`config.mk`:
```
export PLATFORM = sky130hd
export DESIGN_NAME = mux_scan_n
export DESIGN_NICKNAME = d
export VERILOG_FILES = /design/src/rtl/mux_scan_pkg.sv /design/src/rtl/mux_next_ch.sv /design/src/rtl/mux_scan_n.sv
export SDC_FILE = /design/constraint.sdc
export NUM_CORES = 1
export LEC_CHECK = 0
export ABC_AREA = 1
export BUFFER_PORTS_ARGS = -buffer_cell sky130_fd_sc_hd__buf_2
export CAP_MARGIN = 0
export CORE_MARGIN = 5
export CORE_UTILIZATION = 51
export CTS_CLUSTER_DIAMETER = 80
export DETAILED_ROUTE_END_ITERATION = 10
export PLACE_DENSITY = 0.86
export SLEW_MARGIN = 15
export SYNTH_ARGS = -nofsm -noshare
export SYNTH_HDL_FRONTEND = slang
export SYNTH_HIERARCHICAL = 1
export SYNTH_SLANG_ARGS = --single-unit
```
`constraint.sdc`:
```
create_clock -name clk -period 3.1 [get_ports clk]
set_clock_uncertainty 0.1 [all_clocks]
set_input_delay 0.465 -clock clk [delete_from_list [all_inputs] [get_ports clk]]
set_output_delay 0.465 -clock clk [all_outputs]
set_load 0.005 [all_outputs]
```
`src/rtl/mux_scan_pkg.sv`:
```
`default_nettype none
// ============================================================================
// Module      : mux_scan_pkg
// Description : Shared types and helpers for the scanning N:1 multiplexer.
// Revision    : 1.0 - initial release
// ============================================================================
package mux_scan_pkg;

    // Largest channel count the multiplexer is intended to support
    localparam int MUX_MAX_CH = 64;

    // Operating mode of the multiplexer
    typedef enum logic {
        MODE_MANUAL = 1'b0,
        MODE_SCAN   = 1'b1
    } mode_t;

    // Index width for n items, never narrower than one bit
    function automatic int sel_w(input int n);
        return (n < 2) ? 1 : $clog2(n);
    endfunction

endpackage
`default_nettype wire

```
`src/rtl/mux_next_ch.sv`:
```
`default_nettype none
// ============================================================================
// Module      : mux_next_ch
// Description : Combinational search for the next enabled channel above a
//               given index (wrapping to the lowest enabled channel), plus the
//               lowest enabled index and an any-enabled flag.
// Revision    : 1.0 - initial release
// ============================================================================
module mux_next_ch
    import mux_scan_pkg::*;
#(
    parameter  int NUM_CH = 8,
    localparam int SEL_W  = sel_w(NUM_CH)
) (
    input  logic [SEL_W-1:0]  i_cur,
    input  logic [NUM_CH-1:0] i_en_mask,
    output logic [SEL_W-1:0]  o_next_idx,
    output logic              o_wrapped,
    output logic              o_any_en,
    output logic [SEL_W-1:0]  o_low_idx
);

    logic [SEL_W-1:0] w_up_idx;
    logic             w_up_found;

    // Descending walk so the lowest qualifying channel is the last one written
    always_comb begin
        w_up_idx   = '0;
        w_up_found = 1'b0;
        o_low_idx  = '0;
        o_any_en   = 1'b0;
        for (int i = NUM_CH - 1; i >= 0; i--) begin
            if (i_en_mask[i]) begin
                o_low_idx = SEL_W'(i);
                o_any_en  = 1'b1;
                if (SEL_W'(i) > i_cur) begin
                    w_up_idx   = SEL_W'(i);
                    w_up_found = 1'b1;
                end
            end
        end
        // With a single enabled channel this wraps onto itself, as intended
        o_wrapped  = o_any_en && !w_up_found;
        o_next_idx = w_up_found ? w_up_idx : o_low_idx;
    end

endmodule
`default_nettype wire

```
`src/rtl/mux_scan_n.sv`:
```
`default_nettype none
// ============================================================================
// Module      : mux_scan_n
// Description : Registered N:1 multiplexer with a MANUAL mode (channel taken
//               from sel) and a SCAN mode (channels visited in turn, each held
//               for DWELL cycles, wrap pulse on return to the lowest channel).
//               Optional macro MUX_CH_MASK_EN adds the ch_mask port.
// Revision    : 1.0 - initial release
// ============================================================================
module mux_scan_n
    import mux_scan_pkg::*;
#(
    parameter  int NUM_CH = 8,
    parameter  int WIDTH  = 8,
    parameter  int DWELL  = 4,
    localparam int SEL_W  = sel_w(NUM_CH)
) (
    input  logic                    clk,
    input  logic                    rst,
    input  logic [NUM_CH*WIDTH-1:0] in_data,
    input  logic [SEL_W-1:0]        sel,
    input  logic                    auto_en,
`ifdef MUX_CH_MASK_EN
    input  logic [NUM_CH-1:0]       ch_mask,
`endif
    output logic [WIDTH-1:0]        out_data,
    output logic [SEL_W-1:0]        out_sel,
    output logic                    out_valid,
    output logic                    wrap
);

    localparam int              c_dw_w       = sel_w(DWELL);
    localparam logic [c_dw_w-1:0] c_dwell_last = c_dw_w'(DWELL - 1);

    mode_t              r_state;
    mode_t              w_state_nxt;
    logic [c_dw_w-1:0]  r_dwell;
    logic [c_dw_w-1:0]  w_dwell_nxt;
    logic [WIDTH-1:0]   r_out_data;
    logic [SEL_W-1:0]   r_out_sel;
    logic               r_out_valid;
    logic               r_wrap;

    logic [NUM_CH-1:0]  w_en_mask;
    logic [SEL_W-1:0]   w_next_sel;
    logic               w_load;
    logic               w_valid_nxt;
    logic               w_wrap_nxt;
    logic               w_sel_ok;
    logic               w_cur_en;
    logic [WIDTH-1:0]   w_sel_data;
    logic [SEL_W-1:0]   w_adv_idx;
    logic               w_adv_wrapped;
    logic               w_any_en;
    logic [SEL_W-1:0]   w_low_idx;

`ifdef MUX_CH_MASK_EN
    assign w_en_mask = ch_mask;
`else
    assign w_en_mask = '1;
`endif

    mux_next_ch #(
        .NUM_CH (NUM_CH)
    ) u_next_ch (
        .i_cur      (r_out_sel),
        .i_en_mask  (w_en_mask),
        .o_next_idx (w_adv_idx),
        .o_wrapped  (w_adv_wrapped),
        .o_any_en   (w_any_en),
        .o_low_idx  (w_low_idx)
    );

    // Legality of the manual request and of the channel currently shown
    always_comb begin
        w_sel_ok = 1'b0;
        w_cur_en = 1'b0;
        for (int i = 0; i < NUM_CH; i++) begin
            if (sel == SEL_W'(i) && w_en_mask[i]) begin
                w_sel_ok = 1'b1;
            end
            if (r_out_sel == SEL_W'(i) && w_en_mask[i]) begin
                w_cur_en = 1'b1;
            end
        end
    end

    // Mode register: follows auto_en one cycle late
    always_ff @(posedge clk or posedge rst) begin
        if (rst) begin
            r_state <= MODE_MANUAL;
        end else begin
            r_state <= w_state_nxt;
        end
    end

    // Next mode, next channel, dwell progress and wrap decision
    always_comb begin
        w_state_nxt = auto_en ? MODE_SCAN : MODE_MANUAL;
        w_next_sel  = r_out_sel;
        w_load      = 1'b0;
        w_valid_nxt = r_out_valid;
        w_dwell_nxt = '0;
        w_wrap_nxt  = 1'b0;
        case (r_state)
            MODE_MANUAL: begin
                if (!auto_en) begin
                    if (w_sel_ok) begin
                        w_next_sel  = sel;
                        w_load      = 1'b1;
                        w_valid_nxt = 1'b1;
                    end else begin
                        w_valid_nxt = 1'b0;
                    end
                end else if (!w_any_en) begin
                    w_valid_nxt = 1'b0;
                end else begin
                    // Scan entry: keep the shown channel if it is still usable
                    w_next_sel  = (r_out_valid && w_cur_en) ? r_out_sel : w_low_idx;
                    w_load      = 1'b1;
                    w_valid_nxt = 1'b1;
                end
            end
            MODE_SCAN: begin
                if (!w_any_en) begin
                    w_valid_nxt = 1'b0;
                end else if (!r_out_valid) begin
                    w_next_sel  = w_low_idx;
                    w_load      = 1'b1;
                    w_valid_nxt = 1'b1;
                end else if (r_dwell == c_dwell_last) begin
                    w_next_sel  = w_adv_idx;
                    w_wrap_nxt  = w_adv_wrapped;
                    w_load      = 1'b1;
                    w_valid_nxt = 1'b1;
                end else begin
                    // Holding the channel but still re-sampling its data
                    w_dwell_nxt = r_dwell + c_dw_w'(1);
                    w_load      = 1'b1;
                end
            end
            default: begin
                w_valid_nxt = 1'b0;
            end
        endcase
    end

    // Data of the channel about to be shown
    always_comb begin
        w_sel_data = '0;
        for (int i = 0; i < NUM_CH; i++) begin
            if (w_next_sel == SEL_W'(i)) begin
                w_sel_data = in_data[i*WIDTH +: WIDTH];
            end
        end
    end

    // Output and dwell registers; data and index always load together
    always_ff @(posedge clk or posedge rst) begin
        if (rst) begin
            r_out_data  <= '0;
            r_out_sel   <= '0;
            r_out_valid <= 1'b0;
            r_wrap      <= 1'b0;
            r_dwell     <= '0;
        end else begin
            if (w_load) begin
                r_out_data <= w_sel_data;
                r_out_sel  <= w_next_sel;
            end
            r_out_valid <= w_valid_nxt;
            r_wrap      <= w_wrap_nxt;
            r_dwell     <= w_dwell_nxt;
        end
    end

    assign out_data  = r_out_data;
    assign out_sel   = r_out_sel;
    assign out_valid = r_out_valid;
    assign wrap      = r_wrap;

endmodule
`default_nettype wire
```
Yosys cells after proc, flatten, opt, wreduce, memory -nomap -nowiden:

Index checks and enable logic that the tools add are counted.

* output and inout port bits: 13
* register bits after elaboration: 16
* bits of input ports: 70
* logic and storage cells: 100

* magnitude comparators: 8
* bitwise logic cells: 1
* add/sub/neg operators: 1
* eq/ne operators: 22
* reduce and logical (&&, ||, !) cells: 5
* multiplexer cells: 57

Operators by type and width (number)
* $mux W8: 8
* $mux W3: 14
* $eq A3 B3 Y1 const B: 12
* $mux W1: 30
* $eq A3 B2 Y1 const B: 6
* $gt A3 B3 Y1 const A: 4
* $eq A3 B1 Y1 const B: 3
* $logic_not A3 Y1: 3
* $gt A1 B3 Y1 const A: 2
* $gt A2 B3 Y1 const A: 2
* $mux W2: 3
* $pmux W3 S2: 1
* $add A2 B1 Y2 const B: 1
* $eq A2 B2 Y1 const B: 1
* $pmux W1 S2: 1
* $logic_and A1 B1 Y1: 1
* $logic_not A1 Y1: 1
* $not A1 Y1: 1

Longest topological paths before layout:

Gate-level depths: netlist of the first run.

* word-level depth: 22
* depth in mapped cells: 20
* depth with buffers taken out: 20

Cells and area by module:

The synthesis of the first run kept the hierarchy.

Modules (own cells, without submodules)
* mux_scan_n: cells each 221, seq. area each 400.4 µm², instances 1, area each 1477.7 µm²
* mux_next_ch: cells each 59, seq. area each 0.0 µm², instances 1, area each 280.3 µm²

Worst setup path before layout of the first run:

No wires, ideal clock.

* path kind: register to register
* start point: register r_out_sel[1], in the netlist out_sel[1]
* end point: register r_out_data[0], in the netlist out_data[0]
* clock period less this slack: 2129 ps
* required time: 2884 ps
* library setup time: 116 ps
* slack: 971 ps
* cell stages (with the launch flop): 21
* data arrival time: 1913 ps
* buffers on the path: 1
* cell sequence: dfrtp_1 -> inv_2 -> nand2_1 -> nand2_1 -> nand2_2 -> nand2_1 -> nand2_1 -> nand2_1 -> a21oi_1 -> nand2_1 -> nand3_1 -> nand2_1 -> nand2_1 -> nand3_4 -> buf_4 -> nand3_2 -> nor2_1 -> nor2_1 -> nand4_1 -> nand2_1 -> nand2_1

* word-level cells in the longest chain between the ends: 22
* elaborated cells on any way between the ends: 64
* classes of those cells: order compare (8); eq/ne (14); mux (39); reduce/logical (3)

RTL lines
* start: declaration: RTL line mux_scan_n.sv:40 `logic [SEL_W-1:0] r_out_sel;`
* start signal: assignment: RTL line mux_scan_n.sv:169 `r_out_sel <= w_next_sel;`
* $gt A3 B3 Y1: RTL line mux_next_ch.sv:36 `if (SEL_W'(i) > i_cur) begin`
* $mux W3 or $mux W1 (tied branches) (8 in a row): RTL line mux_next_ch.sv:36
* $mux W3 *: RTL line mux_next_ch.sv:44 `o_next_idx = w_up_found ? w_up_idx : o_low_idx;`
* via w_adv_idx[0]: RTL line mux_scan_n.sv:52 `logic [SEL_W-1:0] w_adv_idx;`
* $mux W3 *: RTL line mux_scan_n.sv:131 `end else if (r_dwell == c_dwell_last) begin`
* $mux W3 *: RTL line mux_scan_n.sv:127 `end else if (!r_out_valid) begin`
* $pmux W3 S2 *: RTL line mux_scan_n.sv:105 `case (r_state)`
* $logic_not A3 Y1: RTL line mux_scan_n.sv:152 `if (w_next_sel == SEL_W'(i)) begin`
* $mux W8 (7 in a row): RTL line mux_scan_n.sv:152
* $mux W8 *: RTL line mux_scan_n.sv:152
* end signal: assignment: RTL line mux_scan_n.sv:168 `r_out_data <= w_sel_data;`
* end: declaration: RTL line mux_scan_n.sv:39 `logic [WIDTH-1:0] r_out_data;`

The timed path passes the listed nets; every way through them passes the cells marked *.
A chain may end at the register's enable or synchronous reset.

Worst setup path in the final report of the first run:

* start point: register r_out_sel[1], in the netlist out_sel[1]
* end point: register r_out_data[2], in the netlist out_data[2]

The elaborated chain is that of the path after synthesis.

==> results.cfg, run 1 <==
[route]
drt-initial-drc-count = 195
ant_nets = 0
drt-total-wl_um = 5140
remaining_drc_errors = 0
dr.pass1.iters = 4
vias = 2087
wl_per_cell_um = 12.0
routed_via_density = 4.89

[timing]
timing.fmax_mhz = 392
finalMaxSlewViolations = 0
setup_viol = 0
rsz0062_at_grt = no
post-route-min-period_ns = 2.55
hold_viol = 0
worstMarginPinSlew_ns = 0.575
tns_ns = 0
maxSlewHeadroom = 0.617
period_share = 0.822

[clocking]
insertion_delay_ns = 0.28
postCtsSetupBuffers = 0
clock_path_buffers = 2
h-tree-depth = 1
clock-sinks = 16
clockRootBuffer = clkbuf_4
tritoncts = yes
hold_buffers = 0
path_clk_slew_ns = 0.09
cts_resized = 0
cts_buffers = 3

[layout]
area_growth_syn_to_layout_pct = 30.4
diodes = 0
fin_util = 0.687
nets = 453
most-common-layout-cells = 82 x buf_2, 77 x nand2_1, 37 x nand3_1
final_layout_size_suffix_gt1_frac = 0.312
final_common_cell = buf_2
finalNonFillerCells = 427

[synthesis]
synth_top_area_share = 0.228
yosysUniqueCellTypes = 34
synthTopCellsByArea = dfrtp_1 23%, nand2_1 16%, nand3_1 11%
yosysWarnings = 6
synth_seq_cells = 16
synth_edf_count = 0
seq_area_frac_synth = 0.228
synthesis.area_sq_mm = 0.00176
synthCells = 280
async_flop_share = 1.00
synth_top_cell_by_area = dfrtp_1
ys.flop_type = dfrtp_1
syn_area_per_cell_sq_um = 6.28

[place]
dp_cells = 423
gp_congestion = 0.918
dpl.hpwl_um = 4170
io_buffers = 82

[grt]
grt_max_degree = 25
grt_pass1_wl_um = 7890
track_usage = 0.214
grt_pass1_vias = 1821
antenna_found_initial = 0
overflow = 0

[floorplan]
fp.coreArea_sq_mm = 0.00334
die_area_sq_mm = 0.00472
die_y_um = 68.7
fp-row-count = 21
start_util = 0.527
pin_count = 83
die_x_um = 68.7

[setup_path]
crit_type = reg -> reg
end_kind = register
critPathRequiredTime_ns = 3.19
path_max_fanout = 23
timing.rr.start = out_sel[1]
cp.arrival_ns = 2.64
r2r_end = out_data[2]
reg2reg_slack_ns = 0.55
rr_worst_depth = 19
cp-start-kind = register

[power_and_ir_drop]
ir_drop_mv = 0.305
p_leak_nw = 1.32
power_density_mw_per_mm2 = 381

[hold_path]
hold_path.class = in -> async

[run]
drv_cap = 0

[outcome]
run_status = complete, no violations
-- synthesized netlist by cell type (2+ instances only) --
cell type	instances
nor3_4	2
nor2_1	25
buf_6	3
nand3_1	37
or2_1	2
nor2_4	6
nor2_2	3
nand2_1	77
nand2_2	6
dfrtp_1	16
a21oi_1	11
o211ai_1	8
inv_2	7
buf_2	3
nand2_4	2
inv_1	35
nand4_1	19
nand3_4	2
-- logic make-up (layout without fill, tap and decap cells) --
logic type      count (synthesis)  after routing  synth area share
compound gates                 22             22            0.0754
buf+inv                        50            130             0.124
other cells                     1             22           0.00213
simple gates                  190            190             0.564
fa+ha+maj                       1              1           0.00712
flops                          16             16             0.228
-- layout make-up --
class	instances	area, sq um
multi-input cells	235	1220
fillers	307	1040
repair buffers	83	418
flip-flops and latches	16	400
inverters	43	161
well taps	46	57.6
clock buffers	4	36.3
-- registers in the layout (all words and copies together), names as in the netlist --
register,flops
out_sel,3
r_state,1
out_data,8
out_valid,1
r_dwell,2
wrap,1
-- metrics by stage --
step | cell area (sq um) | setup WS [ns] | hold WS [ns] | total power, mW
2_1_floorplan | 1840 | 0.971 | 0.279 | 0.601
3_3_place_gp | 2260 | 0.616 | 0.328 | 0.730
3_5_place_dp | 2260 | 0.606 | 0.353 | 0.736
4_1_cts | 2290 | 0.587 | 0.147 | 0.871
5_1_grt | 2290 | 0.211 | 0.179 | 0.950
6_report | 2290 | 0.551 | 0.118 | 0.874
-- critical path, cell delays in order (launching register included) --
cell and delay [ns]:
dfrtp_1 0.49, inv_2 0.07, nand2_1 0.07, nand2_1 0.06, nand2_2 0.09, nand2_1 0.06, nand2_1 0.05, nand2_1 0.04
a21oi_1 0.11, nand2_1 0.06, nand3_1 0.08, nand2_1 0.05, nand2_1 0.10, nand3_4 0.28, nand3_2 0.27, nor2_1 0.06
nor2_1 0.13, nand4_1 0.12, nand2_1 0.09, nand2_1 0.05
-- worst max path at each step --
| stage | from | endpoint | slack (ns) | cells after the start |
|---|---|---|---|---|
| floorplan | out_sel[1] | out_data[0] | 0.97 | 20 |
| global placement | out_sel[0] | out_data[5] | 0.62 | 19 |
| detailed placement | out_sel[0] | out_data[5] | 0.61 | 19 |
| CTS | out_sel[0] | out_data[5] | 0.59 | 19 |
| global route | out_sel[0] | out_data[1] | 0.21 | 19 |
| finish | out_sel[1] | out_data[2] | 0.55 | 19 |
-- power by group --
part	internal, mW	switching, mW	leakage [nW]
sequential	0.255	0.0347	0.190
clock	0.0715	0.0644	0.0210
combinational	0.177	0.271	1.11
total	0.504	0.370	1.32
-- metal layers --
layer	wire [um]	GRT usage	vias to the layer above
met2	2340	0.333	90
met5	0	0	-
met4	40	0.0511	0
li1	-	-	1095
met1	2210	0.311	894
met3	540	0.0324	8
No activity file was read; power rests on OpenSTA's default activity.
==> run 2, diff against run 1 <==
Settings changed: CORE_UTILIZATION 51 to 43, PLACE_DENSITY 0.86 to 0.77.
Clock period 3.1 ns to 2.2 ns, I/O delays scaled along.
==> run 2 against run 1 <==
Against the previous run:
- the flow now finishes with violations (negative setup slack)
- die area up 16%
- core utilization shrank 4.1 points
- final cell count is 5.6% higher
- final area rose by 12%
- critical path depth is 1 lower
- sequential power grew 42%
- worst setup slack got worse by 0.72 ns
- largest cell class unchanged
- largest power group unchanged
==> results.cfg, run 2 (synthesis gave the netlist of run 1 again) <==
[clocking]
h-tree-depth = 1
clockRootBuffer = clkbuf_8
clock_path_buffers = 2
insertion_delay_ns = 0.25
path_clk_slew_ns = 0.06
hold_buffers = 0
tritoncts = yes
clock-sinks = 16
cts_buffers = 3

[route]
routed_via_density = 4.88
vias = 2201
drt-total-wl_um = 5650
dr.pass1.iters = 4
drt-initial-drc-count = 124
remaining_drc_errors = 0
ant_nets = 0
wl_per_cell_um = 12.5

[setup_path]
reg2reg_slack_ns = -0.17
cp-start-kind = register
crit_path_top_delay_cell = dfrtp_1
end_kind = register
max_stage_delay_ns = 0.44
critPathTopFamily = simple AND/OR/NAND/NOR gates
timing.rr.start = out_sel[1]
path_max_fanout = 13
crit_chain = inv_2 > nand2_1 > nand2_1 > nand2_2 > buf_6 > nand2_4 > nor2_2 > a21oi_1 > o22ai_1 > nand2_1 > nand2_2 > bufbuf_16 > nand4_1 > nand3_1 > nor2_1 > nand4_1 > nand2_1 > nand2_1
crit_type = reg -> reg
cp.arrival_ns = 2.41
cp_num_buf_inv = 3
crit_top_cell = nand2_1
critPathRequiredTime_ns = 2.24
startpoint = out_sel[1]

[grt]
overflow = 0
grt_pass1_wl_um = 9060
grt_pass1_vias = 1999
track_usage = 0.208
grt_max_degree = 19
antenna_found_initial = 0

[layout]
largest_reg_flops = 8
final_common_cell = buf_2
nets = 473
fillers = 378
diodes = 0
area_growth_syn_to_layout_pct = 45.9
most-common-layout-cells = 82 x buf_2, 74 x nand2_1, 35 x inv_1
final_layout_size_suffix_gt1_frac = 0.374

[run]
drv_cap = 0

[timing]
rsz0062_at_grt = yes
period_share = 1.08
timing.fmax_mhz = 422
setup_viol = 8
hold_viol = 0
post-route-min-period_ns = 2.37
maxSlewHeadroom = 0.606
finalMaxSlewViolations = 0
worstMarginPinSlew_ns = 0.591
tns_ns = -0.998
worst_slack_ns = -0.168

[place]
dpl.hpwl_um = 4400
io_buffers = 82
pre_cts_ws_ns = -0.196
gp_congestion = 0.874

[floorplan]
start_util = 0.443
pin_count = 83
die_y_um = 73.9
fp-row-count = 23
fp.coreArea_sq_mm = 0.00397
die_area_sq_mm = 0.00547
die_x_um = 73.9

[outcome]
run_status = complete, but fails checks
violations = negative setup slack

[power_and_ir_drop]
power_density_mw_per_mm2 = 569
p_leak_nw = 1.46
p_total_mw = 1.46
ir_drop_mv = 0.381

[hold_path]
hold_path.class = in -> async
run 2: cell count changes in the layout (fill, tap and decap cells not counted), sizes merged:
| cell | delta |
|---|---|
| nand3 | +1 |
| bufbuf | +1 |
| buf | +18 |
run 2: metal layers:
layer | up-vias | wire length, um | track usage
li1 | 1140 | - | -
met1 | 979 | 2480 | 0.299
met2 | 76 | 2630 | 0.331
met3 | 6 | 476 | 0.0243
met4 | 0 | 65 | 0.0543
met5 | - | 0 | 0
run 2: per-stage QoR:
stage	util	instances	hold WS (ns)	cell area (sq um)
detailed placement	0.600	440	0.321	2380
global placement	0.600	440	0.326	2380
finish	0.646	451	0.0354	2560
global route	0.646	451	0.108	2560
CTS	0.637	449	0.0520	2530
floorplan	-	301	0.144	1840
run 2: path summary, 6_finish.rpt:
path,to,depth (start not counted)
setup / recovery,out_data[3],18
hold reg to reg,r_dwell[0],1
max in group asynchronous,out_sel[2],2
hold / removal,out_data[5],2
min in group clk,r_state,1
setup reg to reg,out_data[3],18
run 2: final cells by class:
class | count | area (sq um) | area share
Tap cell | 50 | 62.6 | 0.0244
Inverter | 43 | 161 | 0.0629
Timing Repair Buffer | 102 | 618 | 0.241
Multi-Input combinational cell | 236 | 1260 | 0.493
Clock buffer | 4 | 55.1 | 0.0215
Sequential cell | 16 | 403 | 0.157
run 2: power by group:
| group | total (mW) | internal, mW | switching, mW |
|---|---|---|---|
| combinational | 0.791 | 0.363 | 0.428 |
| clock | 0.257 | 0.159 | 0.0985 |
| sequential | 0.411 | 0.362 | 0.0482 |
| total | 1.46 | 0.884 | 0.575 |
run 2: worst register-to-register path, stage by stage (launching register included):
cell       delay [ns]
dfrtp_1          0.44
inv_2            0.10
nand2_1          0.05
nand2_1          0.06
nand2_2          0.07
buf_6            0.12
nand2_4          0.05
nor2_2           0.04
a21oi_1          0.12
o22ai_1          0.10
nand2_1          0.08
nand2_2          0.10
bufbuf_16        0.30
nand4_1          0.11
nand3_1          0.11
nor2_1           0.11
nand4_1          0.10
nand2_1          0.07
nand2_1          0.04
run 2: repair_timing:
action | CTS | global route
pin swaps | 8 | 5
endpoints found under the setup margin | 8 | 8
hold endpoints to repair | 0 | 0
gates resized for setup | 9 | 5
cloned | 2 | 0
buffers inserted | 3 | 2
==> run 3, diff against run 2 <==
==> constraint.sdc (replaced) <==
create_clock -name clk -period 2.2 [get_ports clk]
set_clock_uncertainty 0.1 [all_clocks]
set_input_delay 0.33 -clock clk [delete_from_list [all_inputs] [get_ports clk]]
set_output_delay 0.33 -clock clk [all_outputs]
set_load 0.05 [all_outputs]
==> run 3 against run 2 <==
Against the previous run:
- the flow still finishes with violations (negative setup slack)
- total power rose by 18%
- sequential power barely moved
- sequential share of layout area is 0.30 points lower
- core utilization rose by 1.4 points
- final cell count shrank 0.67%
- worst setup slack worse by 0.016 ns
- wire length grew 4.7%
- via count is 0.86% higher
- critical path type unchanged
- critical endpoint is now out_data[7]
==> results.cfg, run 3 (synthesis gave the netlist of run 1 again) <==
[layout]
area_growth_syn_to_layout_pct = 49.2
most-common-layout-cells = 82 x buf_2, 74 x nand2_1, 34 x inv_1
largest_reg_flops = 8
final_layout_size_suffix_gt1_frac = 0.407
final_common_cell = buf_2
nets = 470
fillers = 348
regArea_sq_um = 404
diodes = 0
multiInputGateArea_sq_mm = 0.00135

[clocking]
clockRootBuffer = clkbuf_8
insertion_delay_ns = 0.25
clock-sinks = 16
tritoncts = yes
cts_buffers = 3
path_clk_slew_ns = 0.07
clock_path_buffers = 2
h-tree-depth = 1

[setup_path]
crit_path_top_delay_cell = dfrtp_2
path_max_fanout = 13
max_stage_delay_ns = 0.42
cp-start-kind = register
end_kind = register
reg2reg_slack_ns = -0.18
crit_top_cell = nand2_1
crit_chain = inv_2 > buf_4 > nand4_1 > buf_4 > nand2_4 > a21oi_2 > o22ai_1 > nand2_1 > nand2_4 > bufbuf_16 > nand3_1 > nand3_1 > nor2_1 > nand4_1 > nand2_1 > nand2_1
critPathRequiredTime_ns = 2.25
cp.arrival_ns = 2.43
crit_type = reg -> reg

[timing]
period_share = 1.08
timing.fmax_mhz = 419
maxSlewHeadroom = 0.589
finalMaxSlewViolations = 0
hold_ws_ns = 0.0420
worstMarginPinSlew_ns = 0.615
hold_viol = 0
worst_slack_ns = -0.184
post-route-min-period_ns = 2.38
rsz0062_at_grt = yes
setup_viol = 8

[place]
io_buffers = 82
gp_congestion = 0.903
dpl.hpwl_um = 4430

[grt]
antenna_found_initial = 0
track_usage = 0.216
overflow = 0
grt_pass1_wl_um = 9340
grt_max_degree = 19
grt_pass1_vias = 2046

[route]
routed_via_density = 4.96
drt-initial-drc-count = 100
vias = 2220
drt-total-wl_um = 5920
ant_nets = 0
wl_per_cell_um = 13.2
dr.pass1.iters = 4
remaining_drc_errors = 0

[power_and_ir_drop]
p_leak_nw = 1.48
swShare = 0.483
ir_drop_mv = 0.474
p_total_mw = 1.71
power_density_mw_per_mm2 = 653
p_comb_frac = 0.605
sequentialPowerShare = 0.241
clockPowerShare = 0.154
p_int_uw = 886
switchingPower_uw = 828

[floorplan]
fp.coreArea_sq_mm = 0.00397
start_util = 0.443
fp-row-count = 23
die_x_um = 73.9
pin_count = 83
die_y_um = 73.9
die_area_sq_mm = 0.00547

[outcome]
violations = negative setup slack
run_status = complete, but fails checks

[run]
drv_cap = 0

[hold_path]
hold_path.class = in -> async
## run 3: cell count changes in the layout (fill, tap and decap cells not counted), sizes merged
cell / previous run / this run
buf: 101 / 98
## run 3: power groups by stage
stage	Clock (mW)	Combinational, mW	Sequential, mW
floorplan	0	0.452	0.631
global placement	0	0.917	0.418
detailed placement	0	0.927	0.417
CTS	0.270	1.01	0.411
global route	0.282	1.12	0.420
finish	0.265	1.04	0.413
## run 3: worst max-delay path, delay by kind of cell (launching register included)
kind,cells,cell delay [ns]
AO/OA/AOI/OAI,2,0.23
AND/OR/NAND/NOR,10,0.91
flip-flops,1,0.42
buffers and inverters,4,0.63
## run 3: final timing paths
kind,to,cells after the start,from
worst max register to register,out_data[7],16,out_sel[1]
worst min register to register,r_dwell[0],1,r_dwell[0]
worst max-delay path,out_data[7],16,out_sel[1]
worst min-delay path,r_dwell[0],2,rst
min in group clk,r_state,1,auto_en
max in group asynchronous,out_sel[2],2,rst
## run 3: per-stage QoR
step	instances	area [sq um]	utilization	setup TNS (ns)	setup WS, ns
detailed placement	437	2390	0.603	-1.34	-0.191
global route	448	2620	0.660	-2.80	-0.390
floorplan	301	1880	-	0	0.0131
CTS	448	2590	0.651	-1.04	-0.163
finish	448	2620	0.660	-1.39	-0.184
global placement	437	2390	0.603	-1.05	-0.164
## run 3: final cells by class
cell class              count  share of cell area
flip-flops and latches     16               0.154
multi-input cells         236               0.514
clock buffers               4              0.0210
well taps                  50              0.0239
repair buffers             99               0.226
inverters                  43              0.0615
## run 3: per-layer routing
metal / wire [um] / track usage / share of wire / up-vias
met5: 0 / 0 / 0 / -
met3: 488 / 0.0297 / 0.082 / 6
met2: 2820 / 0.348 / 0.48 / 84
met4: 63 / 0.0503 / 0.011 / 0
met1: 2550 / 0.307 / 0.43 / 999
li1: - / - / - / 1131
## run 3: timing repair
action | 4_1_cts | 5_1_grt
endpoints found under the hold margin | 0 | 0
setup endpoints to repair | 8 | 8
hold buffers | 0 | 0
gates cloned | 2 | 0
buffers inserted | 5 | 0
gates resized for setup | 14 | 8
pin swaps | 6 | 6
